$ cat src/rtl/tmds_rx_decode_pkg.sv
// tmds_rx_decode_pkg
// Shared definitions for the TMDS receive decoder: the four control-token
// symbols, the per-channel aligner state type, the width of the measured
// timing values and small helper functions that classify and decode a
// 10-bit aligned TMDS symbol.
package tmds_rx_decode_pkg;

  localparam int TIMING_W = 12;

  localparam logic [9:0] CTRL_00 = 10'b1101010100;
  localparam logic [9:0] CTRL_01 = 10'b0010101011;
  localparam logic [9:0] CTRL_10 = 10'b0101010100;
  localparam logic [9:0] CTRL_11 = 10'b1010101011;

  typedef enum logic {
    SEARCH = 1'b0,
    LOCKED = 1'b1
  } align_state_t;

  function automatic logic is_ctrl(input logic [9:0] s);
    return (s == CTRL_00) || (s == CTRL_01) || (s == CTRL_10) || (s == CTRL_11);
  endfunction

  // Returns {c1,c0}; only meaningful when is_ctrl(s) is true.
  function automatic logic [1:0] ctrl_bits(input logic [9:0] s);
    logic [1:0] c;
    case (s)
      CTRL_01: c = 2'b01;
      CTRL_10: c = 2'b10;
      CTRL_11: c = 2'b11;
      default: c = 2'b00;
    endcase
    return c;
  endfunction

  // Undo the optional inversion (bit 9), then the XOR/XNOR chain (bit 8).
  function automatic logic [7:0] decode_data(input logic [9:0] s);
    logic [7:0] d;
    logic [7:0] q;
    d = s[9] ? ~s[7:0] : s[7:0];
    q[0] = d[0];
    for (int i = 1; i < 8; i++) begin
      q[i] = s[8] ? (d[i] ^ d[i-1]) : ~(d[i] ^ d[i-1]);
    end
    return q;
  endfunction

endpackage

$ cat src/rtl/tmds_rx_decode_chan.sv
// tmds_chan_decoder
// One TMDS channel: builds a 20-bit window from the current and previous
// parallel words, picks a 10-bit symbol at bit offset off, hunts for the
// offset that yields a steady run of control tokens, and decodes the
// aligned symbol into control bits or 8-bit data.
// Ports:
//   clk, rst   pixel clock, synchronous active-high reset
//   sym        raw 10-bit parallel word, bit 0 first on the wire
//   locked     aligner is in LOCKED
//   tok        decoded symbol is a control token
//   ctrl       last control value seen {c1,c0}, held through data periods
//   data       decoded 8-bit data
module tmds_chan_decoder
  import tmds_rx_decode_pkg::*;
#(
  parameter int TIMEOUT  = 4096,
  parameter int LOCK_RUN = 8
) (
  input  logic       clk,
  input  logic       rst,
  input  logic [9:0] sym,
  output logic       locked,
  output logic       tok,
  output logic [1:0] ctrl,
  output logic [7:0] data
);

  localparam int TW = $clog2(TIMEOUT + 1);
  localparam int RW = $clog2(LOCK_RUN + 1);

  align_state_t  state, state_n;
  logic [3:0]    off, off_n, off_adv;
  logic [TW-1:0] idle_cnt, idle_n;
  logic [RW-1:0] run_cnt, run_n;
  logic [9:0]    prev, aligned, slice;
  logic [19:0]   win;
  logic          slice_tok;

  // The newer word sits above the older one, so offset k starts k bits
  // into the previous word on the wire.
  assign win       = {sym, prev};
  assign slice     = 10'(win >> off);
  assign slice_tok = is_ctrl(slice);
  assign off_adv   = (off == 4'd9) ? 4'd0 : off + 4'd1;
  assign locked    = (state == LOCKED);

  always_ff @(posedge clk) begin
    if (rst) begin
      state    <= SEARCH;
      off      <= '0;
      idle_cnt <= '0;
      run_cnt  <= '0;
    end else begin
      state    <= state_n;
      off      <= off_n;
      idle_cnt <= idle_n;
      run_cnt  <= run_n;
    end
  end

  // Token detection uses the unregistered slice so a new offset is judged
  // on the very next word.
  always_comb begin
    state_n = state;
    off_n   = off;
    idle_n  = slice_tok ? '0 : idle_cnt + 1'b1;
    run_n   = run_cnt;
    case (state)
      SEARCH: begin
        if (slice_tok) begin
          if (run_cnt == RW'(LOCK_RUN - 1)) begin
            state_n = LOCKED;
            run_n   = '0;
          end else begin
            run_n = run_cnt + 1'b1;
          end
        end else begin
          run_n = '0;
          if (idle_cnt == TW'(TIMEOUT - 1)) begin
            off_n  = off_adv;
            idle_n = '0;
          end
        end
      end
      LOCKED: begin
        if (!slice_tok && idle_cnt == TW'(TIMEOUT - 1)) begin
          state_n = SEARCH;
          off_n   = off_adv;
          idle_n  = '0;
          run_n   = '0;
        end
      end
      default: state_n = SEARCH;
    endcase
  end

  // prev -> aligned -> decode: three registers from input to outputs.
  always_ff @(posedge clk) begin
    if (rst) begin
      prev    <= '0;
      aligned <= '0;
      tok     <= 1'b0;
      ctrl    <= '0;
      data    <= '0;
    end else begin
      prev    <= sym;
      aligned <= slice;
      tok     <= is_ctrl(aligned);
      data    <= decode_data(aligned);
      if (is_ctrl(aligned)) ctrl <= ctrl_bits(aligned);
    end
  end

endmodule

$ cat src/rtl/tmds_rx_decode.sv
// tmds_rx_decode
// Three-channel TMDS receiver: per-channel word alignment and decode, then
// sync/vde generation from the blue channel and measurement of the video
// timing while all channels are locked.
// Ports:
//   pix_clk, sys_rst                  clock, synchronous active-high reset
//   tmds_0/1/2                        blue/green/red raw 10-bit words
//   red_data, green_data, blue_data   decoded pixels, zero outside vde
//   hsync, vsync, vde                 decoded syncs and data enable
//   locked                            all three channels locked
//   hactive, htotal, vactive, vtotal  measured timing, updated per frame
module tmds_rx_decode
  import tmds_rx_decode_pkg::*;
#(
  parameter int TIMEOUT  = 4096,
  parameter int LOCK_RUN = 8
) (
  input  logic                pix_clk,
  input  logic                sys_rst,
  input  logic [9:0]          tmds_0,
  input  logic [9:0]          tmds_1,
  input  logic [9:0]          tmds_2,
  output logic [7:0]          red_data,
  output logic [7:0]          green_data,
  output logic [7:0]          blue_data,
  output logic                hsync,
  output logic                vsync,
  output logic                vde,
  output logic                locked,
  output logic [TIMING_W-1:0] hactive,
  output logic [TIMING_W-1:0] htotal,
  output logic [TIMING_W-1:0] vactive,
  output logic [TIMING_W-1:0] vtotal
);

  logic       b_lock, g_lock, r_lock, b_tok, g_tok, r_tok;
  logic [1:0] b_ctrl, g_ctrl, r_ctrl;
  logic [7:0] b_data, g_data, r_data;
  logic       unused_ctrl;

  tmds_chan_decoder #(.TIMEOUT(TIMEOUT), .LOCK_RUN(LOCK_RUN)) u_blue (
    .clk(pix_clk), .rst(sys_rst), .sym(tmds_0),
    .locked(b_lock), .tok(b_tok), .ctrl(b_ctrl), .data(b_data));
  tmds_chan_decoder #(.TIMEOUT(TIMEOUT), .LOCK_RUN(LOCK_RUN)) u_green (
    .clk(pix_clk), .rst(sys_rst), .sym(tmds_1),
    .locked(g_lock), .tok(g_tok), .ctrl(g_ctrl), .data(g_data));
  tmds_chan_decoder #(.TIMEOUT(TIMEOUT), .LOCK_RUN(LOCK_RUN)) u_red (
    .clk(pix_clk), .rst(sys_rst), .sym(tmds_2),
    .locked(r_lock), .tok(r_tok), .ctrl(r_ctrl), .data(r_data));

  // Only blue carries syncs and defines vde; the other channels' control
  // information is not needed because channels arrive word-coincident.
  assign unused_ctrl = ^{g_tok, g_ctrl, r_tok, r_ctrl};

  assign locked     = b_lock & g_lock & r_lock;
  assign vde        = locked & ~b_tok;
  assign hsync      = locked & b_ctrl[0];
  assign vsync      = locked & b_ctrl[1];
  assign blue_data  = vde ? b_data : '0;
  assign green_data = vde ? g_data : '0;
  assign red_data   = vde ? r_data : '0;

  function automatic logic [TIMING_W-1:0] sat_inc(input logic [TIMING_W-1:0] v);
    return (v == '1) ? v : v + 1'b1;
  endfunction

  logic                hs_d, vs_d, vde_d, armed, line_vde;
  logic                hs_rise, vs_rise, act_inc;
  logic [TIMING_W-1:0] h_cnt, h_last, run_cnt, run_last, line_cnt, act_cnt, act_next;

  assign hs_rise  = hsync & ~hs_d;
  assign vs_rise  = vsync & ~vs_d;
  assign act_inc  = hs_rise & line_vde;
  assign act_next = act_inc ? sat_inc(act_cnt) : act_cnt;

  // A line counts as active when vde was seen since the previous hsync
  // rise. The first vsync rise after (re)lock only arms the counters; the
  // outputs keep their last frame's values across lock loss.
  always_ff @(posedge pix_clk) begin
    if (sys_rst) begin
      {hs_d, vs_d, vde_d, armed, line_vde} <= '0;
      {h_cnt, h_last, run_cnt, run_last, line_cnt, act_cnt} <= '0;
      {hactive, htotal, vactive, vtotal} <= '0;
    end else begin
      hs_d  <= hsync;
      vs_d  <= vsync;
      vde_d <= vde;
      if (!locked) begin
        armed    <= 1'b0;
        line_vde <= 1'b0;
        {h_cnt, h_last, run_cnt, run_last, line_cnt, act_cnt} <= '0;
      end else begin
        if (hs_rise) begin
          h_last <= h_cnt;
          h_cnt  <= TIMING_W'(1);
        end else begin
          h_cnt <= sat_inc(h_cnt);
        end
        if (vde)        run_cnt  <= vde_d ? sat_inc(run_cnt) : TIMING_W'(1);
        else if (vde_d) run_last <= run_cnt;
        if (hs_rise)    line_vde <= vde;
        else if (vde)   line_vde <= 1'b1;
        if (vs_rise) begin
          armed    <= 1'b1;
          line_cnt <= hs_rise ? TIMING_W'(1) : '0;
          act_cnt  <= '0;
          if (armed) begin
            htotal  <= h_last;
            hactive <= run_last;
            vtotal  <= line_cnt;
            vactive <= act_next;
          end
        end else begin
          line_cnt <= hs_rise ? sat_inc(line_cnt) : line_cnt;
          act_cnt  <= act_next;
        end
      end
    end
  end

endmodule

$ cat config.mk
export PLATFORM = sky130hd
export DESIGN_NAME = tmds_rx_decode
export DESIGN_NICKNAME = d
export VERILOG_FILES = /design/src/rtl/tmds_rx_decode_pkg.sv /design/src/rtl/tmds_rx_decode_chan.sv /design/src/rtl/tmds_rx_decode.sv
export SDC_FILE = /design/constraint.sdc
export NUM_CORES = 1
export LEC_CHECK = 0
export CORE_MARGIN = 2
export CORE_UTILIZATION = 40
export CTS_BUF_LIST = sky130_fd_sc_hd__clkbuf_8 sky130_fd_sc_hd__clkbuf_16
export CTS_CLUSTER_DIAMETER = 40
export DETAILED_ROUTE_END_ITERATION = 6
export PLACE_DENSITY = 0.64
export SYNTH_ARGS = -nofsm -noshare
export SYNTH_HDL_FRONTEND = slang
export SYNTH_SLANG_ARGS = --single-unit
$ cat constraint.sdc
create_clock -name pix_clk -period 2.6 [get_ports pix_clk]
set_input_delay 0.26 -clock pix_clk [delete_from_list [all_inputs] [get_ports pix_clk]]
set_output_delay 0.26 -clock pix_clk [all_outputs]
set_load 0.1 [all_outputs]
==> impl_results.md, run 1 <==
* Count of inserted antenna diode cells at 0
* Min Tclk post-route at 2.81 ns
* Final Skew at approximately 0.021 ns
* Count of max-cap constraint violations at 0
* Die Footprint at 0.0339 mm^2
* Die width at 184 um
* Synthesized instance count at between 1000 and 1500
* Final total power at 10.3 mW
* Worst reg2reg setup slack at -0.21 ns
* Maximum number of pins on one net before global-route repair at 77
* Wire per inst at 14.8 um
* Yosys top cell area share at 0.428
* Number of vias per cell after detailed routing at 5.20
* Total negative slack at -4.63 ns
* DRT Pass-1 Iters at 6
* Yosys synthesis warning count at 0
* Start of the worst register-to-register path: u_blue.off[0]$_SDFFE_PP0P_
* Fin worst setup slack at -0.213 ns
* Arrival time reported for the critical path endpoint at ~3.3 ns
* Hold Crit Depth at 4
* Final weighted congestion in routability-driven placement at 0.904
* Vias in the first global route at 10334
* Post-route DRC at 0
* Static leakage power at approximately 6.4 nW
* Launching element type of the critical path: flip-flop
* Unrepaired setup endpoints after global routing: yes
* Number of vias in the routed layout at approximately 11000
* Overall overflow remaining after global route at 0
* Clock edge transition at the registers on the reported setup and hold paths at 0.06 ns
* Setup Slack @ Placement at -0.519 ns
* Stage delay of the slowest cell on the critical path at ~0.5 ns
* Worst Max-Slew Pin Slew at 0.928 ns
* Origin of the worst setup path: u_blue.off[0]$_SDFFE_PP0P_
* Synth unique cells at just under 70
* Total track usage at 0.177
* Classification of the worst setup path: flip-flop to flip-flop
* Path category of the worst min-delay check: input port to flip-flop
* End of the critical path: u_blue.run_cnt[1]$_SDFFE_PP0P_
* Relative slew slack at 0.377
* Power per cell area at 588 mW/mm^2
* First-pass GRT wire length at 49600 um
* Master of the slowest instance on the critical path: sky130_fd_sc_hd__mux4_2
* Proportion of register bits with asynchronous set or reset after synthesis at 0
* Number of cells on the critical path at 9
* Final Net Count at approximately 1700
* Core footprint at 0.0318 mm^2
* Top cells by area in the synthesized netlist: sky130_fd_sc_hd__dfxtp_1, sky130_fd_sc_hd__mux4_2, sky130_fd_sc_hd__nand2_1
* Initial core utilization at 0.409
* Number of fill cells at roughly 2800
* Layout overhead on the synthesized area at 34.3%
* Hold bufs inserted after CTS at 0
* Peak supply drop at between 0.4 and 0.5 mV
* Violated checks: negative setup slack
* Clock latency reported for the late side of the worst-skew pair at 0.52 ns
* Sequential-to-total area share from yosys stat at 0.428
* Final hold violations at 0
* Required time at the endpoint of the critical path at around 3.1 ns
* Root buf cell: sky130_fd_sc_hd__clkbuf_16
* Layout cell share with drive strength beyond 1 at 0.264
* Placed cell areas at 0.0153 mm^2
* Flip-flop cell with the highest count after synthesis: sky130_fd_sc_hd__dfxtp_1
* Level count of the clock H-tree at 2
* I/O Buffers at 107
* Site row count at between 60 and 70
* Detailed-placement wirelength estimate at 21200 um
* Critical Path Sink Type: flip-flop
* Detailed Route Iter0 Violations at 571
* Total setup violations reported at the end of the flow at 34
* Biggest fanout along the worst timing path at 6
* Post-synth EDFFs at 0
* Result of the run: complete, but fails checks
* Multi-input combinational cell area at 0.00734 mm^2
* TritonCTS clock tree: built
* Netlist Area Pre-Place at 0.0130 mm^2
* Cell area after layout at roughly 0.017 mm^2
* Flip-flop and latch count after synthesis at 278
* Sinks on Clock Net at between 200 and 300
* Family with the most delay on the worst path: multiplexers
* Buf+Inv Stages, Crit Path at 2
* Num ports at 108
* Antenna Violating Nets Remaining at 0
* Final worst-path cycle share at 1.08
* Post-synth net total at 1476
* Count of cells along the worst register-to-register path at 9
* Mean cell area of the mapped netlist at slightly above 9 um^2
* Number of pins exceeding their max-slew limit in the final report at 0
* Y dimension of the die at 184 um
* Initial antenna violation count at 0
* Sequence of cells on the critical path: buf_12, mux4_2, mux2_4, o21a_1, or4_4, o31ai_4, buf_6, o211a_4, a22o_1
* Capture point of the worst reg-to-reg path: u_blue.run_cnt[1]$_SDFFE_PP0P_
* Total clock buffers created by CTS at 38
* Total length of routed wires at 31000 um
* Fmax at around 0.36 GHz
* Final worst hold slack at 0.256 ns
* Area of all sequential standard cells at approximately 0.0056 mm^2
* Leading area contributor after synthesis: sky130_fd_sc_hd__dfxtp_1
* Max Buffers Root-to-Sink at 3
[layout by cell type, fill, tap and decap left out, drive strengths merged, types with 22 or more instances in the layout]
cell type | synthesis | layout
mux2i | 24 | 24
nor2b | 43 | 43
nand4 | 27 | 27
a21oi | 95 | 95
nor2 | 164 | 164
dfxtp | 278 | 278
o21ai | 22 | 22
nand2 | 192 | 192
and3 | 23 | 23
nand3 | 42 | 42
xnor2 | 56 | 56
and2 | 42 | 42
xor2 | 44 | 44
buf | 32 | 223
clkbuf | 56 | 43
inv | 33 | 46
mux4 | 52 | 52
clkdlybuf4s50 | 0 | 30
[how the worst min path moves through the flow]
| stage | start | to | slack (ns) |
|---|---|---|---|
| floorplan | tmds_0[0] | u_blue.prev[0]$_SDFF_PP0_ | 0.39 |
| global placement | u_red.idle_cnt[12]$_SDFF_PP0_ | u_red.idle_cnt[12]$_SDFF_PP0_ | 0.43 |
| detailed placement | h_last[11]$_SDFFE_PP0P_ | htotal[11]$_SDFFE_PP0P_ | 0.45 |
| CTS | sys_rst | run_cnt[0]$_SDFFE_PP0P_ | 0.24 |
| global route | sys_rst | run_cnt[0]$_SDFFE_PP0P_ | 0.27 |
| finish | sys_rst | run_cnt[0]$_SDFFE_PP0P_ | 0.26 |
[cell families (layout without fill, tap and decap cells)]
family / after synthesis / after routing / synth area share
mux: 91 / 91 / 0.123
compound gates: 204 / 204 / 0.0982
buf+inv: 125 / 362 / 0.0405
xor+xnor: 100 / 100 / 0.0674
fa+ha+maj: 18 / 18 / 0.0173
flops: 278 / 278 / 0.428
simple gates: 610 / 610 / 0.225
[area by class of cell]
cell class / count / area share
Multi-Input combinational cell: 1023 / 0.421
Clock buffer: 41 / 0.0588
Clock inverter: 29 / 0.0169
Tap cell: 435 / 0.0312
Inverter: 37 / 0.00817
Sequential cell: 278 / 0.320
Timing Repair Buffer: 255 / 0.144
[layer usage]
| layer | up-vias | wire, um | global-route usage |
|---|---|---|---|
| met4 | 0 | 988 | 0.0688 |
| met3 | 77 | 1460 | 0.0324 |
| met2 | 259 | 14500 | 0.291 |
| li1 | 5374 | - | - |
| met1 | 5193 | 14100 | 0.230 |
| met5 | - | 0 | 0 |
[per-stage QoR]
step / utilization / instances
after floorplan: - / 1426
after global placement: 0.483 / 1995
after detailed placement: 0.483 / 1995
after CTS: 0.533 / 2083
after global routing: 0.549 / 2098
final: 0.549 / 2098
[cells in the mapped netlist, drive strengths merged (5+ instances only)]
cell     number
dfxtp       278
nand2       192
nor2        164
a21oi        95
clkbuf       56
xnor2        56
mux4         52
xor2         44
nor2b        43
and2         42
nand3        42
inv          33
buf          32
nand4        27
mux2i        24
and3         23
o21ai        22
a211oi       21
ha           18
nor3         18
mux2         15
a31oi        11
o31ai        11
or3           8
nand2b        7
or4           7
nand3b        6
o211ai        6
a22o          5
and4          5
nor3b         5
o2111ai       5
o22ai         5
or2           5
[tightest hold or removal path, stage by stage]
cell	delay (ns)
sky130_fd_sc_hd__buf_4	0.10
sky130_fd_sc_hd__inv_1	0.07
sky130_fd_sc_hd__and2_1	0.18
sky130_fd_sc_hd__o211a_1	0.12
[power breakdown]
group | internal [mW] | leakage [nW] | switching [mW]
Clock | 3.37 | 0.671 | 1.92
Sequential | 4.35 | 2.27 | 0.0545
Combinational | 0.305 | 3.47 | 0.262
Total | 8.03 | 6.40 | 2.24
[state kept, by name, indices dropped and copies added (netlist names), 8 cells and up]
name and flops:
u_blue.prev 10, u_green.aligned 10, line_cnt 12, run_last 12, act_cnt 12, hactive 12, h_last 12, run_cnt 12
u_green.prev 10, u_blue.aligned 10, vactive 12, vtotal 12, u_green.idle_cnt 13, u_blue.idle_cnt 13, u_red.aligned 10, htotal 12
u_red.idle_cnt 13, u_red.prev 10, h_cnt 12, u_red.data 8, u_blue.data 8, u_green.data 8
[what timing repair did]
| item | in CTS | in global routing |
|---|---|---|
| buffers inserted | 18 | 15 |
| hold endpoints to repair | 0 | 0 |
| gates cloned | 0 | 2 |
| pin swaps | 9 | 27 |
| gates resized for setup | 33 | 85 |
| endpoints found under the setup margin | 48 | 63 |
Power figures use the tool's default switching activity.
==> run 2: changes to the inputs <==
CORE_UTILIZATION = 50   (was 40)
PLACE_DENSITY = 0.76   (was 0.64)
==> impl_results.md, run 2 (synthesis gave the netlist of run 1 again) <==
* Result of the run: complete, but fails checks
* Violated checks: negative setup slack
* Multi-input combinational cell area at 0.00718 mm^2
* Clock latency reported for the late side of the worst-skew pair at 0.52 ns
* Overall overflow remaining after global route at 0
* Initial core utilization at 0.504
* Layout cell share with drive strength beyond 1 at 0.256
* I/O Buffers at around 110
* Power per cell area at 599 mW/mm^2
* Arrival time reported for the critical path endpoint at 3.25 ns
* Number of vias in the routed layout at 10913
* Final hold violations at 0
* Top flop regs: u_blue.idle_cnt (13), u_green.idle_cnt (13), u_red.idle_cnt (13)
* Y dimension of the die at 165 um
* Number of vias per cell after detailed routing at 5.48
* Sinks on Clock Net at 278
* Die Footprint at 0.0273 mm^2
* First-pass GRT wire length at 48800 um
* Detailed Route Iter0 Violations at 780
* Total track usage at 0.216
* Num ports at around 110
* Met1 layer usage reported by global route at 0.278
* Die width at around 170 um
* Wire per inst at approximately 15 um
* Path category of the worst min-delay check: input port to flip-flop
* Relative slew slack at 0.435
* Min Tclk post-route at 2.80 ns
* Count of max-cap constraint violations at 0
* Unrepaired setup endpoints after global routing: yes
* Total setup violations reported at the end of the flow at 31
* Required time at the endpoint of the critical path at 3.05 ns
* Count of inserted antenna diode cells at 0
* Critical Path Sink Type: flip-flop
* Layout overhead on the synthesized area at 31.6%
* TritonCTS clock tree: built
* Level count of the clock H-tree at 2
* Fmax at around 0.36 GHz
* Number of fill cells at 2002
* Static leakage power at 6.31 nW
* DRT Pass-1 Iters at 5
* Maximum number of pins on one net before global-route repair at 142
* Final weighted congestion in routability-driven placement at ~0.89
* Inst Count DP at 1905
* GR Layer Usage met2 at 0.376
* Leading cell type in the layout, fill and taps excluded: sky130_fd_sc_hd__dfxtp_1
* Total clock buffers created by CTS at 39
* Final Net Count at 1677
* Root buf cell: sky130_fd_sc_hd__clkbuf_16
* Total length of routed wires at 30200 um
* Number of pins exceeding their max-slew limit in the final report at 0
* Worst Max-Slew Pin Slew at ~0.84 ns
* Final worst-path cycle share at 1.08
* Detailed-placement wirelength estimate at between 20000 and 25000 um
* Area of all sequential standard cells at approximately 0.0056 mm^2
* Final Skew at 0.0116 ns
* Commonest non-fill, non-tap cells in the layout: sky130_fd_sc_hd__dfxtp_1, sky130_fd_sc_hd__nand2_1, sky130_fd_sc_hd__buf_4
* Vias in the first global route at 10253
* Fin worst setup slack at -0.202 ns
* Number of standard cells in the layout, taps in and fillers out at 1992
* Biggest fanout along the worst timing path at 15
* Post-route DRC at 0
* Launching element type of the critical path: flip-flop
* Hold bufs inserted after CTS at 0
* Global route hottest layer: met2
* Global routing usage on met3 at 0.0355
* Classification of the worst setup path: flip-flop to flip-flop
* Clock edge transition at the registers on the reported setup and hold paths at 0.06 ns
* Core footprint at around 0.026 mm^2
* Max Buffers Root-to-Sink at 3
* Peak supply drop at 0.616 mV
* Initial antenna violation count at 0
* Final worst hold slack at 0.0364 ns
* Antenna Violating Nets Remaining at 0
* Site row count at 59
[run 2: final timing paths]
kind                               from                          to  slack [ns]  cells past startpoint
max          u_blue.off[0]$_SDFFE_PP0P_  u_blue.off[1]$_SDFFE_PP0P_       -0.20                      9
min                             sys_rst   u_blue.prev[4]$_SDFF_PP0_        0.04                      2
max reg2reg  u_blue.off[0]$_SDFFE_PP0P_  u_blue.off[1]$_SDFFE_PP0P_       -0.20                      9
min reg2reg      vtotal[6]$_SDFFE_PP0P_      vtotal[6]$_SDFFE_PP0P_        0.45                      2
[run 2: stage by stage]
stage          power, mW  area (um^2)  TNS [ns]  worst slack [ns]   util
2_1_floorplan       4.77        13000     -1.02            -0.113      -
3_3_place_gp        4.96        15300    -17.57            -0.401  0.593
3_5_place_dp        4.98        15300    -19.79            -0.466  0.593
4_1_cts             10.3        16700     -3.66            -0.203  0.648
5_1_grt             10.6        17100     -7.45            -0.296  0.663
6_report            10.2        17100     -3.88            -0.202  0.663
[run 2: what timing repair did]
item / CTS / global route
resized for setup: 26 / 62
setup endpoints to repair: 45 / 61
gates cloned: 0 / 1
setup buffers: 2 / 14
pin swaps: 1 / 15
[run 2: report_power, final]
part	switching [mW]	internal, mW
clock network	2.02	3.32
logic	0.236	0.275
registers	0.0512	4.35
[run 2: final cells by class]
class / instances / share of cell area
Tap cell: 335 / 0.0245
Inverter: 37 / 0.00856
Timing Repair Buffer: 248 / 0.142
Sequential cell: 278 / 0.327
Clock buffer: 43 / 0.0603
Multi-Input combinational cell: 1023 / 0.420
Clock inverter: 28 / 0.0179
[run 2: worst max-delay path: stages (launching register included)]
cell and delay (ns):
sky130_fd_sc_hd__dfxtp_4 0.36, sky130_fd_sc_hd__buf_6 0.14, sky130_fd_sc_hd__mux4_2 0.53, sky130_fd_sc_hd__mux4_2 0.52, sky130_fd_sc_hd__o211a_1 0.16, sky130_fd_sc_hd__o2111ai_2 0.10
sky130_fd_sc_hd__o31ai_4 0.12, sky130_fd_sc_hd__buf_12 0.16, sky130_fd_sc_hd__or4_4 0.51, sky130_fd_sc_hd__a21oi_2 0.13
[run 2: layer usage]
metal / routed length (um) / up-vias / share of wire
met5: 0 / - / 0
met3: 1570 / 71 / 0.052
met1: 12800 / 5159 / 0.42
met2: 15100 / 323 / 0.50
li1: - / 5360 / -
met4: 781 / 0 / 0.026
==> run 3: changes to the inputs <==
CORE_UTILIZATION = 53   (was 50)
PLACE_DENSITY = 0.8   (was 0.76)
SETUP_SLACK_MARGIN = 0.2   (was unset)
==> impl_results.md, run 3 (synthesis gave the netlist of run 1 again) <==
* Arrival time reported for the critical path endpoint at 3.24 ns
* Fmax at about 0.35 GHz
* Setup Slack @ Placement at -0.475 ns
* Final total power at roughly 9.8 mW
* Proportion of total power due to net switching at 0.237
* Y dimension of the die at 161 um
* Peak supply drop at 0.486 mV
* Layout overhead on the synthesized area at 35.9%
* Detailed-placement wirelength estimate at 20800 um
* Final Skew at 0.0238 ns
* Total clock buffers created by CTS at 36
* Sequence of cells on the critical path: buf_8, mux4_2, or3b_2, a211oi_1, o2111ai_2, o31ai_4, buf_6, or3_4, buf_6, nor2_1
* Relative contribution of sequential cells to total power at 0.449
* Critical Path Sink Type: flip-flop
* Leading cell type in the layout, fill and taps excluded: sky130_fd_sc_hd__dfxtp_1
* Violated checks: design-rule violations, negative setup slack
* Final weighted congestion in routability-driven placement at 0.952
* Core footprint at 0.0242 mm^2
* Total length of routed wires at 36900 um
* Final worst-path cycle share at 1.09
* Biggest fanout along the worst timing path at 7
* Final hold violations at 0
* Unrepaired setup endpoints after global routing: yes
* Hold bufs inserted after CTS at 0
* Number of standard cells in the layout, taps in and fillers out at roughly 2000
* Family with the most delay on the worst path: compound AO/OA/AOI/OAI gates
* Worst Max-Slew Pin Slew at 1.04 ns
* Detailed Route Iter0 Violations at 964
* Initial antenna violation count at 0
* First-pass GRT wire length at 52600 um
* Part of the power in combinational logic at 0.063
* Site row count at 57
* Critical Path Most Common Cell: sky130_fd_sc_hd__buf_6
* Overall overflow remaining after global route at 0
* Path category of the worst min-delay check: input port to flip-flop
* Layout cell share with drive strength beyond 1 at 0.305
* I/O Buffers at 107
* Fraction of the core area covered by cells at the end of the flow at 0.730
* Design internal power at about 7.5 mW
* Number of cells on the critical path at 10
* Count of max-cap constraint violations at 0
* Total track usage at 0.244
* Hold Crit Depth at 4
* Max Buffers Root-to-Sink at 3
* Wire per inst at roughly 18 um
* Count of inserted antenna diode cells at 0
* Sinks on Clock Net at 278
* Worst reg2reg setup slack at -0.23 ns
* Total setup violations reported at the end of the flow at 44
* Number of vias in the routed layout at 11659
* Clock edge transition at the registers on the reported setup and hold paths at about 0.06 ns
* Number of pins exceeding their max-slew limit in the final report at 0
* Antenna Violating Nets Remaining at 0
* Post-route DRC at 3
* Number of fill cells at 1590
* Number of vias per cell after detailed routing at 5.85
* Required time at the endpoint of the critical path at 3.01 ns
* DRT Pass-1 Iters at 7
* Relative slew slack at 0.302
* Vias in the first global route at 10861
* Count of cells along the worst register-to-register path at 10
* Inst Count DP at 1878
* Launching element type of the critical path: flip-flop
* Maximum number of pins on one net before global-route repair at 85
* Fin worst setup slack at -0.230 ns
* Master of the slowest instance on the critical path: sky130_fd_sc_hd__mux4_2
* Initial core utilization at 0.537
* Result of the run: complete, but fails checks
* Min Tclk post-route at 2.83 ns
* Power per cell area at 556 mW/mm^2
* Stage delay of the slowest cell on the critical path at between 0.5 and 0.6 ns
* Clock latency reported for the late side of the worst-skew pair at 0.53 ns
* Static leakage power at roughly 6.4 nW
* Die width at approximately 160 um
* Switching component of the power at around 2.3 mW
* Final Net Count at 1691
* Level count of the clock H-tree at 2
* Num ports at 108
* Classification of the worst setup path: flip-flop to flip-flop
* Commonest non-fill, non-tap cells in the layout: sky130_fd_sc_hd__dfxtp_1, sky130_fd_sc_hd__nand2_1, sky130_fd_sc_hd__buf_4
* Root buf cell: sky130_fd_sc_hd__clkbuf_16
* Die Footprint at 0.0258 mm^2
* Share of total power in the clock network at 0.488
* TritonCTS clock tree: built
* Buf+Inv Stages, Crit Path at 3
* Top flop regs: u_blue.idle_cnt (13), u_green.idle_cnt (13), u_red.idle_cnt (13)
[run 3: power by group through the flow]
stage,registers (mW),logic (mW),clock network [mW]
floorplan,4.48,0.297,0
global placement,4.49,0.466,0
detailed placement,4.50,0.478,0
CTS,4.40,0.532,4.81
global route,4.41,0.660,5.04
finish,4.40,0.621,4.79
[run 3: what timing repair did]
| action | in CTS | in global routing |
|---|---|---|
| pin swaps | 50 | 45 |
| setup buffers | 29 | 17 |
| gates resized for setup | 120 | 99 |
| endpoints found under the setup margin | 70 | 108 |
| cloned | 1 | 2 |
[run 3: area by class of cell]
cell class | instances | area [um^2] | area share
Clock buffer | 41 | 970 | 0.0549
Clock inverter | 24 | 205 | 0.0116
Inverter | 37 | 148 | 0.00836
Multi-Input combinational cell | 1023 | 7640 | 0.433
Sequential cell | 278 | 5600 | 0.317
Tap cell | 324 | 405 | 0.0230
Timing Repair Buffer | 265 | 2690 | 0.153
[run 3: metal layers]
layer / track usage / up-vias / wire, um / part of all wire
met5: 0 / - / 0 / 0
met3: 0.0411 / 144 / 2260 / 0.061
met1: 0.304 / 5628 / 14500 / 0.39
met4: 0.0803 / 0 / 1620 / 0.044
li1: - / 5391 / - / -
met2: 0.432 / 496 / 18400 / 0.50
[run 3: final timing paths]
path,startpoint,end
min reg2reg,h_last[7]$_SDFFE_PP0P_,htotal[7]$_SDFFE_PP0P_
max,u_blue.off[0]$_SDFFE_PP0P_,u_blue.idle_cnt[4]$_SDFF_PP0_
min,sys_rst,run_cnt[0]$_SDFFE_PP0P_
max reg2reg,u_blue.off[0]$_SDFFE_PP0P_,u_blue.idle_cnt[4]$_SDFF_PP0_
[run 3: metrics by stage]
step                      area, um^2  setup TNS [ns]  hold WS (ns)
after floorplan                13100           -1.07         0.388
final                          17700           -6.27         0.253
after detailed placement       15100          -19.64         0.449
after global routing           17700           -8.51         0.254
after global placement         15100          -17.81         0.431
after CTS                      17000           -3.18         0.233
[run 3: tightest hold or removal path, cell delays in order]
cell and delay [ns]:
sky130_fd_sc_hd__buf_4 0.10, sky130_fd_sc_hd__inv_1 0.07, sky130_fd_sc_hd__and2_1 0.19, sky130_fd_sc_hd__o211a_1 0.12
